`src/rtl/mult32x32_rr_arbiter.sv`:
```
// ---------------------------------------------------------------------------
// mult32x32_rr_arbiter
//
// Shares a single 32x32 multiplier (start/busy/product handshake) among N
// client blocks using round-robin arbitration. The winner's operands are
// latched into mult_a/mult_b, mult_start is pulsed for one cycle, and once the
// multiplier drops busy the 64-bit product is captured into result and a
// one-cycle done pulse is returned on the granted requester's lane.
//
// Optional build macro: MULT_ARB_TIMEOUT_EN
//   Defined   : WAIT is bounded to TIMEOUT cycles; on expiry the op is aborted
//               with result=0 and err pulsed together with done.
//   Undefined : WAIT is unbounded and err is tied low.
//
// Parameters
//   N        number of requesters (2..8)
//   TIMEOUT  max WAIT cycles before abort (timeout build only)
//
// Ports
//   clk           clock
//   reset         asynchronous active-high reset
//   req[N]        per-requester request level, held until own done
//   a_in/b_in     packed operands, requester i at bits [32i+31:32i]
//   gnt[N]        one-hot grant, high from grant cycle through done cycle
//   done[N]       one-hot single-cycle completion pulse
//   result[64]    product of last completed op, held until next done
//   err           single-cycle abort pulse (with done) on timeout
//   mult_start    single-cycle start to the multiplier
//   mult_a/mult_b registered operands to the multiplier
//   mult_busy     multiplier busy, rises the cycle after start
//   mult_product  multiplier product, final when busy is low
// ---------------------------------------------------------------------------
module mult32x32_rr_arbiter #(
  parameter int N       = 4,
  parameter int TIMEOUT = 16
) (
  input  logic            clk,
  input  logic            reset,
  input  logic [N-1:0]    req,
  input  logic [N*32-1:0] a_in,
  input  logic [N*32-1:0] b_in,
  output logic [N-1:0]    gnt,
  output logic [N-1:0]    done,
  output logic [63:0]     result,
  output logic            err,
  output logic            mult_start,
  output logic [31:0]     mult_a,
  output logic [31:0]     mult_b,
  input  logic            mult_busy,
  input  logic [63:0]     mult_product
);

  localparam int IW = $clog2(N);

  typedef enum logic [1:0] {
    S_IDLE,
    S_ISSUE,
    S_WAIT,
    S_DONE
  } state_t;

  state_t         state_q, state_d;
  logic [N-1:0]   gnt_q, gnt_d;
  logic [N-1:0]   done_q, done_d;
  logic [63:0]    result_q, result_d;
  logic           mult_start_q, mult_start_d;
  logic [31:0]    mult_a_q, mult_a_d;
  logic [31:0]    mult_b_q, mult_b_d;
  logic [IW-1:0]  ptr_q, ptr_d;
  logic [IW-1:0]  win_q, win_d;

  // Unpacked views of the operand buses for indexed selection.
  logic [31:0] a_arr [N];
  logic [31:0] b_arr [N];

  genvar gi;
  generate
    for (gi = 0; gi < N; gi++) begin : g_unpack
      assign a_arr[gi] = a_in[32*gi +: 32];
      assign b_arr[gi] = b_in[32*gi +: 32];
    end
  endgenerate

  // Round-robin pick: first set request scanning upward from ptr_q with wrap.
  logic          found;
  logic [IW-1:0] pick;
  logic [IW:0]   scan_sum;

  always_comb begin
    found    = 1'b0;
    pick     = '0;
    scan_sum = '0;
    for (int k = 0; k < N; k++) begin
      scan_sum = {1'b0, ptr_q} + (IW+1)'(k);
      if (scan_sum >= (IW+1)'(N)) begin
        scan_sum = scan_sum - (IW+1)'(N);
      end
      if (!found && req[scan_sum[IW-1:0]]) begin
        found = 1'b1;
        pick  = scan_sum[IW-1:0];
      end
    end
  end

`ifdef MULT_ARB_TIMEOUT_EN
  localparam int CW = $clog2(TIMEOUT + 1);
  logic [CW-1:0] cnt_q, cnt_d;
  logic          err_q, err_d;
`else
  // TIMEOUT only matters for the bounded-wait build.
  logic unused_timeout_cfg;
  assign unused_timeout_cfg = (TIMEOUT == 0);
`endif

  always_comb begin
    state_d      = state_q;
    gnt_d        = gnt_q;
    done_d       = '0;
    result_d     = result_q;
    mult_start_d = 1'b0;
    mult_a_d     = mult_a_q;
    mult_b_d     = mult_b_q;
    ptr_d        = ptr_q;
    win_d        = win_q;
`ifdef MULT_ARB_TIMEOUT_EN
    cnt_d        = cnt_q;
    err_d        = 1'b0;
`endif

    case (state_q)
      S_IDLE: begin
        // A still-busy multiplier blocks new grants.
        if (found && !mult_busy) begin
          state_d      = S_ISSUE;
          win_d        = pick;
          gnt_d        = '0;
          gnt_d[pick]  = 1'b1;
          mult_a_d     = a_arr[pick];
          mult_b_d     = b_arr[pick];
          mult_start_d = 1'b1;  // registered so it is high during ISSUE only
        end
      end

      S_ISSUE: begin
        state_d = S_WAIT;
`ifdef MULT_ARB_TIMEOUT_EN
        cnt_d   = '0;
`endif
      end

      S_WAIT: begin
        if (!mult_busy) begin
          state_d       = S_DONE;
          result_d      = mult_product;
          done_d[win_q] = 1'b1;
        end
`ifdef MULT_ARB_TIMEOUT_EN
        else if (cnt_q == CW'(TIMEOUT - 1)) begin
          state_d       = S_DONE;
          result_d      = '0;
          done_d[win_q] = 1'b1;
          err_d         = 1'b1;
        end else begin
          cnt_d = cnt_q + 1'b1;
        end
`endif
      end

      S_DONE: begin
        state_d = S_IDLE;
        gnt_d   = '0;
        // Winner drops to lowest priority for the next arbitration.
        ptr_d   = (win_q == IW'(N - 1)) ? '0 : win_q + 1'b1;
      end

      default: state_d = S_IDLE;
    endcase
  end

  always_ff @(posedge clk or posedge reset) begin
    if (reset) begin
      state_q      <= S_IDLE;
      gnt_q        <= '0;
      done_q       <= '0;
      result_q     <= '0;
      mult_start_q <= 1'b0;
      mult_a_q     <= '0;
      mult_b_q     <= '0;
      ptr_q        <= '0;
      win_q        <= '0;
    end else begin
      state_q      <= state_d;
      gnt_q        <= gnt_d;
      done_q       <= done_d;
      result_q     <= result_d;
      mult_start_q <= mult_start_d;
      mult_a_q     <= mult_a_d;
      mult_b_q     <= mult_b_d;
      ptr_q        <= ptr_d;
      win_q        <= win_d;
    end
  end

`ifdef MULT_ARB_TIMEOUT_EN
  always_ff @(posedge clk or posedge reset) begin
    if (reset) begin
      cnt_q <= '0;
      err_q <= 1'b0;
    end else begin
      cnt_q <= cnt_d;
      err_q <= err_d;
    end
  end
  assign err = err_q;
`else
  assign err = 1'b0;
`endif

  assign gnt        = gnt_q;
  assign done       = done_q;
  assign result     = result_q;
  assign mult_start = mult_start_q;
  assign mult_a     = mult_a_q;
  assign mult_b     = mult_b_q;

endmodule

```
`config.mk`:
```
export PLATFORM = sky130hd
export DESIGN_NAME = mult32x32_rr_arbiter
export DESIGN_NICKNAME = d
export VERILOG_FILES = /design/src/rtl/mult32x32_rr_arbiter.sv
export SDC_FILE = /design/constraint.sdc
export NUM_CORES = 1
export LEC_CHECK = 0
export BUFFER_PORTS_ARGS = -buffer_cell sky130_fd_sc_hd__buf_2
export CAP_MARGIN = 20
export CORE_AREA = 2 2 178 180
export CTS_CLUSTER_SIZE = 28
export DETAILED_ROUTE_END_ITERATION = 10
export DIE_AREA = 0 0 180 182
export PLACE_DENSITY_LB_ADDON = 0.3
export SLEW_MARGIN = 10
export SYNTH_ARGS = -nofsm -noshare
export SYNTH_HDL_FRONTEND = slang
export SYNTH_SLANG_ARGS = --single-unit
```
`constraint.sdc`:
```
create_clock -name clk -period 9.37 [get_ports clk]
set_input_delay 0 -clock clk [delete_from_list [all_inputs] [get_ports clk]]
set_output_delay 0 -clock clk [all_outputs]
set_load 0.005 [all_outputs]
```
==> results of run 1 <==
cell families (layout without fill, tap and decap cells):
| family | count (synthesis) | count (layout) | synth area share |
|---|---|---|---|
| compound gates | 287 | 287 | 0.277 |
| fa+ha+maj | 8 | 8 | 0.0139 |
| buf+inv | 87 | 712 | 0.0574 |
| flops | 143 | 143 | 0.497 |
| mux | 65 | 65 | 0.102 |
| other cells | 1 | 1 | 0.000521 |
| simple gates | 87 | 87 | 0.0520 |
worst max-delay path, stage by stage, from the launching register on:
cell                            delay, ns
sky130_fd_sc_hd__dfrtp_1             0.54
sky130_fd_sc_hd__a21o_1              0.25
sky130_fd_sc_hd__a221oi_4            0.76
sky130_fd_sc_hd__buf_4               0.64
sky130_fd_sc_hd__a22oi_1             0.12
sky130_fd_sc_hd__dlygate4sd3_1       0.60
sky130_fd_sc_hd__a31oi_1             0.15
sky130_fd_sc_hd__dlygate4sd3_1       0.56
sequential cells by signal, indices dropped and copies added (netlist names):
register	cells
done	4
win_q	2
gnt	4
mult_a	32
ptr_q	2
mult_b	32
result	64
mult_start	1
state_q	2
area by class of cell:
type / instances / area, um^2
Fill cell: 3057 / 18700
Timing Repair Buffer: 669 / 4350
Sequential cell: 143 / 3580
Multi-Input combinational cell: 448 / 3260
Tap cell: 402 / 503
Clock buffer: 18 / 439
Clock inverter: 14 / 124
Inverter: 11 / 46.3
worst max path at each step:
stage | slack (ns) | cells after the start | to
final | 5.65 | 7 | mult_b[3]$_DFFE_PP0P_
after global routing | 5.36 | 7 | mult_a[31]$_DFFE_PP0P_
after CTS | 5.61 | 7 | mult_b[3]$_DFFE_PP0P_
after detailed placement | 6.28 | 9 | mult_b[13]$_DFFE_PP0P_
after global placement | 6.33 | 9 | mult_a[31]$_DFFE_PP0P_
after floorplan | 5.53 | 1 | done[0]$_DFF_PP0_
routing by layer:
layer | track usage | vias up | part of all wire | routed length (um)
met1 | 0.224 | 3880 | 0.42 | 12700
met2 | 0.314 | 394 | 0.50 | 15100
li1 | - | 3837 | - | -
met5 | 0 | - | 0 | 0
met4 | 0.0670 | 0 | 0.023 | 691
met3 | 0.0379 | 47 | 0.066 | 2010
cells in the mapped netlist (all sizes together), types with 2 or more instances:
library cell  number  area, um^2
a21o               3        22.5
a21oi              5        25.0
a22o               2        17.5
a22oi             65         488
a31oi             65         407
a41oi             64         561
and2               4        25.0
buf               38         229
clkbuf            38         143
dfrtp            143        3580
ha                 8         100
inv               11        41.3
mux2              65         732
nand2              3        11.3
nand2b             3        18.8
nor2              69         259
nor2b              2        12.5
o211ai             2        33.8
o21ai             71         355
o22ai              3        18.8
power by group through the flow:
stage | Clock [W] | Combinational [W] | Sequential (W)
finish | 0.000660 | 0.00166 | 0.00109
global placement | 0 | 0.00135 | 0.00109
floorplan | 0 | 0.000748 | 0.00111
CTS | 0.000683 | 0.00166 | 0.00109
detailed placement | 0 | 0.00137 | 0.00110
global route | 0.000708 | 0.00181 | 0.00113
per-stage QoR:
step                instance area (um^2)  power, W  setup WS (ns)
floorplan                           7190   0.00186           5.53
global placement                    9790   0.00244           6.33
detailed placement                  9790   0.00247           6.28
CTS                                12300   0.00343           5.61
global route                       12300   0.00366           5.36
finish                             12300   0.00341           5.65
==> metrics.csv, run 1 <==
stage;metric;value;unit
placed_design;number of buffers added on ports;463;
sta;Max Fclk;269;MHz
grt;total grt overflow;0;
finish;Final nets;1625;
finish;antenna fix cells;0;
clocking;clock tree from TritonCTS;built;
yosys;number of flops mapped to enable cells by yosys;0;
hold_path;worst min-delay path class;primary input to flip-flop;
yosys;Yosys reg bits;143;
clocking;Longest Clk Path Bufs;2;
outcome;result of the run;finished, final reports clean;
clocking;H-tree level count;4;
drt;via count;8158;
drt;via count normalized by instance count;4.78;
hold_path;worst hold path stage count;3;
grt;pin count of the biggest net entering global routing;74;
setup_path;crit path launch type;flip-flop;
power_and_ir_drop;combinational share of power;0.486;
finish;Post-Route Utilization;0.397;
sta;final setup violating endpoints;0;
sta;number of failing hold endpoints at the final stage;0;
floorplanning;initial core utilization;0.232;
setup_path;launch point of the critical path;ptr_q[1]$_DFFE_PP0P_;
drt;per-cell routed wire length;17.9;um
drt;DRT Wirelength;30.5;mm
setup_path;Crit path arrival time;4.07;ns
sta;Setup Total Neg Slack;0;ns
yosys;ys async rst share;1.00;
power_and_ir_drop;internal power of the cells;0.00215;W
setup_path;required time of the critical path;9.73;ns
floorplanning;die height;182;um
clocking;total CTS buffers;17;
clocking;clock latency of the later-clocked register in the worst-skew pair;0.42;ns
setup_path;Worst Reg2Reg Path Length in Cells;7;
yosys;Post-Synthesis Mean Instance Area;10.6;um^2
yosys;Post-Syn Area;7190;um^2
yosys;most used flip-flop cell after synthesis;sky130_fd_sc_hd__dfrtp_1;
drt;ANT nets after route;0;
hold_path;hold endpoint;state_q[0]$_DFFE_PP0P_;
finish;highest-count cells in the layout ignoring fill and taps;sky130_fd_sc_hd__buf_2 (463), sky130_fd_sc_hd__dlygate4sd3_1 (195), sky130_fd_sc_hd__dfrtp_1 (143), sky130_fd_sc_hd__o21ai_0 (70), sky130_fd_sc_hd__nor2_1 (69);
power_and_ir_drop;Reg power frac;0.321;
placed_design;HPWL reported at the end of detailed placement;20.2;mm
yosys;count of distinct cell types in the synthesized netlist;39;
clocking;sinks on the clock net;143;
yosys;proportion of synthesized chip area in sequential cells;0.497;
clocking;clock root buffer;sky130_fd_sc_hd__clkbuf_16;
finish;Finished Layout Cells;1705;
yosys;total nets after synthesis;1013;
sta;final count of pins violating max slew;0;
setup_path;critical path start-end classification;flip-flop to flip-flop;
placed_design;Placer Congestion;0.812;
grt;Total Routing Usage GR;0.182;
floorplanning;I/O pin cnt;465;
drt;drt drc;0;
sta;minimum hold slack;0.0931;ns
drt;iteration count of the initial detailed-routing pass;5;
floorplanning;core region area;31000;um^2
sta;minimum clock period;3.72;ns
power_and_ir_drop;Switching Fraction;0.369;
sta;fin crit share;0.397;
finish;commonest non-fill, non-tap cell in the layout;sky130_fd_sc_hd__buf_2;
sta;worst setup skew after layout;0.00926;ns
sta;transition at the pin with the smallest max-transition slack;0.976;ns
setup_path;Critical R2R Capture;mult_b[3]$_DFFE_PP0P_;
drt;count of routing violations after the opening detailed-route iteration;368;
finish;synthesis-to-finish area growth;71.1;%
sta;unrepaired setup endpoints after global routing;false;
sta;worst max-slew margin expressed relative to the limit;0.349;
power_and_ir_drop;peak supply drop;120;uV
setup_path;element type at the critical path end;flip-flop;
yosys;yosys warns;0;
hold_path;critical hold path startpoint;mult_busy;
yosys;Gate Count Post-Synth;678;
power_and_ir_drop;areal power density over the cells;277;nW/um^2
power_and_ir_drop;relative contribution of the clock network to total power;0.194;
grt;number of global-route vias before repair;8617;
floorplanning;Total Die Area;32800;um^2
floorplanning;std cell rows;65;
power_and_ir_drop;Sw Pwr;0.00126;W
finish;share of final-layout standard cells stronger than drive strength 1;0.447;
setup_path;crit-path max FO;48;
clocking;PostCTS Resize Cnt;0;
clocking;post-CTS repair timing setup buffer count;0;
placed_design;count of placed standard cells including taps;1478;
grt;global-route wire length before repair;47.0;mm
setup_path;Worst R2R Start;ptr_q[1]$_DFFE_PP0P_;
clocking;CTS Hold Buffers Added;195;
setup_path;slack of the worst reg-to-reg path;5.65;ns
floorplanning;die span in x;180;um
clocking;CTS clock-pin slew for the worst setup and hold paths;0.07;ns
flow_run;count of maximum capacitance violations;0;
power_and_ir_drop;leakage component of the power;5.58;nW
grt;antenna violations before repair;0;
(Power assumes the default switching activity.)
==> run 2: changes to the inputs <==
--- a/config.mk
+++ b/config.mk
@@ -7,10 +7,10 @@
 export LEC_CHECK = 0
 export BUFFER_PORTS_ARGS = -buffer_cell sky130_fd_sc_hd__buf_2
 export CAP_MARGIN = 20
-export CORE_AREA = 2 2 178 180
+export CORE_AREA = 2 2 181 183
 export CTS_CLUSTER_SIZE = 28
 export DETAILED_ROUTE_END_ITERATION = 10
-export DIE_AREA = 0 0 180 182
+export DIE_AREA = 0 0 183 185
 export PLACE_DENSITY_LB_ADDON = 0.3
 export SLEW_MARGIN = 10
 export SYNTH_ARGS = -nofsm -noshare
==> constraint.sdc (replaced) <==
create_clock -name clk -period 3.15 [get_ports clk]
set_input_delay 0 -clock clk [delete_from_list [all_inputs] [get_ports clk]]
set_output_delay 0 -clock clk [all_outputs]
set_load 0.005 [all_outputs]
==> metrics.csv, run 2 (synthesized netlist as in run 1, its figures left out) <==
stage;metric;value;unit;change
outcome;result of the run;finished, final reports clean;;
clocking;Longest Clk Path Bufs;2;;unchanged
placed_design;HPWL reported at the end of detailed placement;21.1;mm;+4.2%
drt;via count normalized by instance count;4.84;;+1.1%
grt;antenna violations before repair;0;;unchanged
hold_path;worst min-delay path class;primary input to flip-flop;;
sta;minimum clock period;2.69;ns;-1.03 ns
clocking;clock latency of the later-clocked register in the worst-skew pair;0.43;ns;about the same
drt;count of routing violations after the opening detailed-route iteration;376;;+2.2%
clocking;PostCTS Resize Cnt;0;;unchanged
placed_design;number of buffers added on ports;463;;unchanged
floorplanning;std cell rows;66;;+1.5%
hold_path;worst hold path stage count;3;;unchanged
setup_path;critical path start-end classification;flip-flop to flip-flop;;
finish;antenna fix cells;0;;unchanged
clocking;clock tree from TritonCTS;built;;
clocking;clock root buffer;sky130_fd_sc_hd__clkbuf_16;;
floorplanning;die span in x;183;um;+1.7%
drt;DRT Wirelength;31.3;mm;+2.6%
setup_path;Crit path arrival time;3.05;ns;-1.02 ns
grt;global-route wire length before repair;46.3;mm;-1.5%
drt;drt drc;0;;unchanged
floorplanning;core region area;32000;um^2;+3.4%
flow_run;count of maximum capacitance violations;0;;unchanged
drt;per-cell routed wire length;18.3;um;+2.2%
setup_path;element type at the critical path end;flip-flop;;
power_and_ir_drop;areal power density over the cells;828;nW/um^2;+200%
finish;number of flip-flops in the largest register;64;;unchanged
setup_path;required time of the critical path;3.51;ns;-6.22 ns
drt;iteration count of the initial detailed-routing pass;5;;unchanged
sta;transition at the pin with the smallest max-transition slack;0.967;ns;-0.00876 ns
setup_path;Worst Reg2Reg Path Length in Cells;6;;-1
floorplanning;Total Die Area;33900;um^2;+3.3%
sta;final count of pins violating max slew;0;;unchanged
sta;worst setup skew after layout;0.00656;ns;-0.00269 ns
grt;pin count of the biggest net entering global routing;144;;+95%
clocking;total CTS buffers;17;;unchanged
placed_design;count of placed standard cells including taps;1489;;+0.74%
drt;via count;8280;;+1.5%
finish;FILL cells;3223;;+5.4%
grt;number of global-route vias before repair;8669;;+0.60%
floorplanning;die height;185;um;+1.6%
setup_path;crit path launch type;flip-flop;;
finish;Finished Layout Cells;1712;;+0.41%
clocking;H-tree level count;4;;unchanged
power_and_ir_drop;leakage component of the power;5.62;nW;+0.66%
placed_design;Placer Congestion;0.796;;-1.9%
sta;worst max-slew margin expressed relative to the limit;0.353;;+0.00412
sta;Max Fclk;372;MHz;+38%
finish;Final nets;1628;;+0.18%
sta;final setup violating endpoints;0;;unchanged
drt;ANT nets after route;0;;unchanged
sta;number of failing hold endpoints at the final stage;0;;unchanged
floorplanning;I/O pin cnt;465;;unchanged
power_and_ir_drop;peak supply drop;392;uV;+230%
clocking;sinks on the clock net;143;;unchanged
sta;Setup Total Neg Slack;0;ns;unchanged
sta;unrepaired setup endpoints after global routing;false;;
grt;Total Routing Usage GR;0.177;;-0.00459
finish;highest-count cells in the layout ignoring fill and taps;sky130_fd_sc_hd__buf_2 (463), sky130_fd_sc_hd__dlygate4sd3_1 (193), sky130_fd_sc_hd__dfrtp_1 (143), sky130_fd_sc_hd__o21ai_0 (70), sky130_fd_sc_hd__nor2_1 (69);;
finish;share of final-layout standard cells stronger than drive strength 1;0.449;;+0.00196
finish;synthesis-to-finish area growth;72.3;%;
sta;fin crit share;0.853;;+0.456
grt;total grt overflow;0;;unchanged
floorplanning;initial core utilization;0.225;;-0.00764
clocking;CTS clock-pin slew for the worst setup and hold paths;0.06;ns;about the same
setup_path;crit-path max FO;59;;+23%
finish;commonest non-fill, non-tap cell in the layout;sky130_fd_sc_hd__buf_2;;
[run 2: path summary, 6_finish.rpt]
kind | slack [ns] | endpoint | from
worst min register to register | 0.49 | gnt[2]$_DFFE_PP0P_ | gnt[2]$_DFFE_PP0P_
min in group asynchronous | 0.38 | result[21]$_DFFE_PP0P_ | reset
max in group asynchronous | 2.19 | result[5]$_DFFE_PP0P_ | reset
worst max-delay path | 0.46 | mult_a[1]$_DFFE_PP0P_ | ptr_q[1]$_DFFE_PP0P_
worst min-delay path | 0.06 | done[2]$_DFF_PP0_ | mult_busy
worst max register to register | 0.46 | mult_a[1]$_DFFE_PP0P_ | ptr_q[1]$_DFFE_PP0P_
[run 2: cell type report]
cell class	count	area [um^2]	area share
inverters	11	45.0	0.00363
multi-input cells	448	3260	0.263
clock inverters	13	140	0.0113
repair buffers	672	4430	0.358
well taps	408	510	0.0412
clock buffers	17	425	0.0343
flip-flops and latches	143	3580	0.289
[run 2: per-layer routing]
| metal | GRT usage | up-vias | share of wire |
|---|---|---|---|
| li1 | - | 3848 | - |
| met1 | 0.197 | 3968 | 0.39 |
| met2 | 0.322 | 415 | 0.51 |
| met3 | 0.0438 | 49 | 0.074 |
| met4 | 0.0758 | 0 | 0.024 |
| met5 | 0 | - | 0 |
[run 2: report_power, final]
part | internal (W) | switching [W]
clock network | 0.00116 | 0.000850
logic | 0.00266 | 0.00236
registers | 0.00275 | 0.000489
total | 0.00657 | 0.00370
[run 2: through the flow]
step | utilization | setup slack (ns) | hold WS, ns | total power, W | instance area [um^2]
finish | 0.387 | 0.463 | 0.0562 | 0.0103 | 12400
floorplan | - | 1.24 | 0.152 | 0.00554 | 7200
global placement | 0.309 | 1.05 | 0.232 | 0.00736 | 9900
CTS | 0.387 | 0.493 | 0.0249 | 0.0103 | 12400
global route | 0.387 | 0.303 | 0.0451 | 0.0110 | 12400
detailed placement | 0.309 | 1.04 | 0.236 | 0.00740 | 9900
[run 2: timing repair]
item                                   in CTS  in global routing
setup buffers                               0                  0
hold buffers                              193                  0
endpoints found under the hold margin     271                  0
[run 2: critical path, cell delays in order (launching register included)]
cell and delay, ns:
sky130_fd_sc_hd__dfrtp_1 0.54, sky130_fd_sc_hd__a21o_1 0.25, sky130_fd_sc_hd__a221oi_4 0.52, sky130_fd_sc_hd__buf_12 0.36, sky130_fd_sc_hd__a22oi_1 0.11, sky130_fd_sc_hd__a31oi_1 0.19
sky130_fd_sc_hd__dlygate4sd3_1 0.59
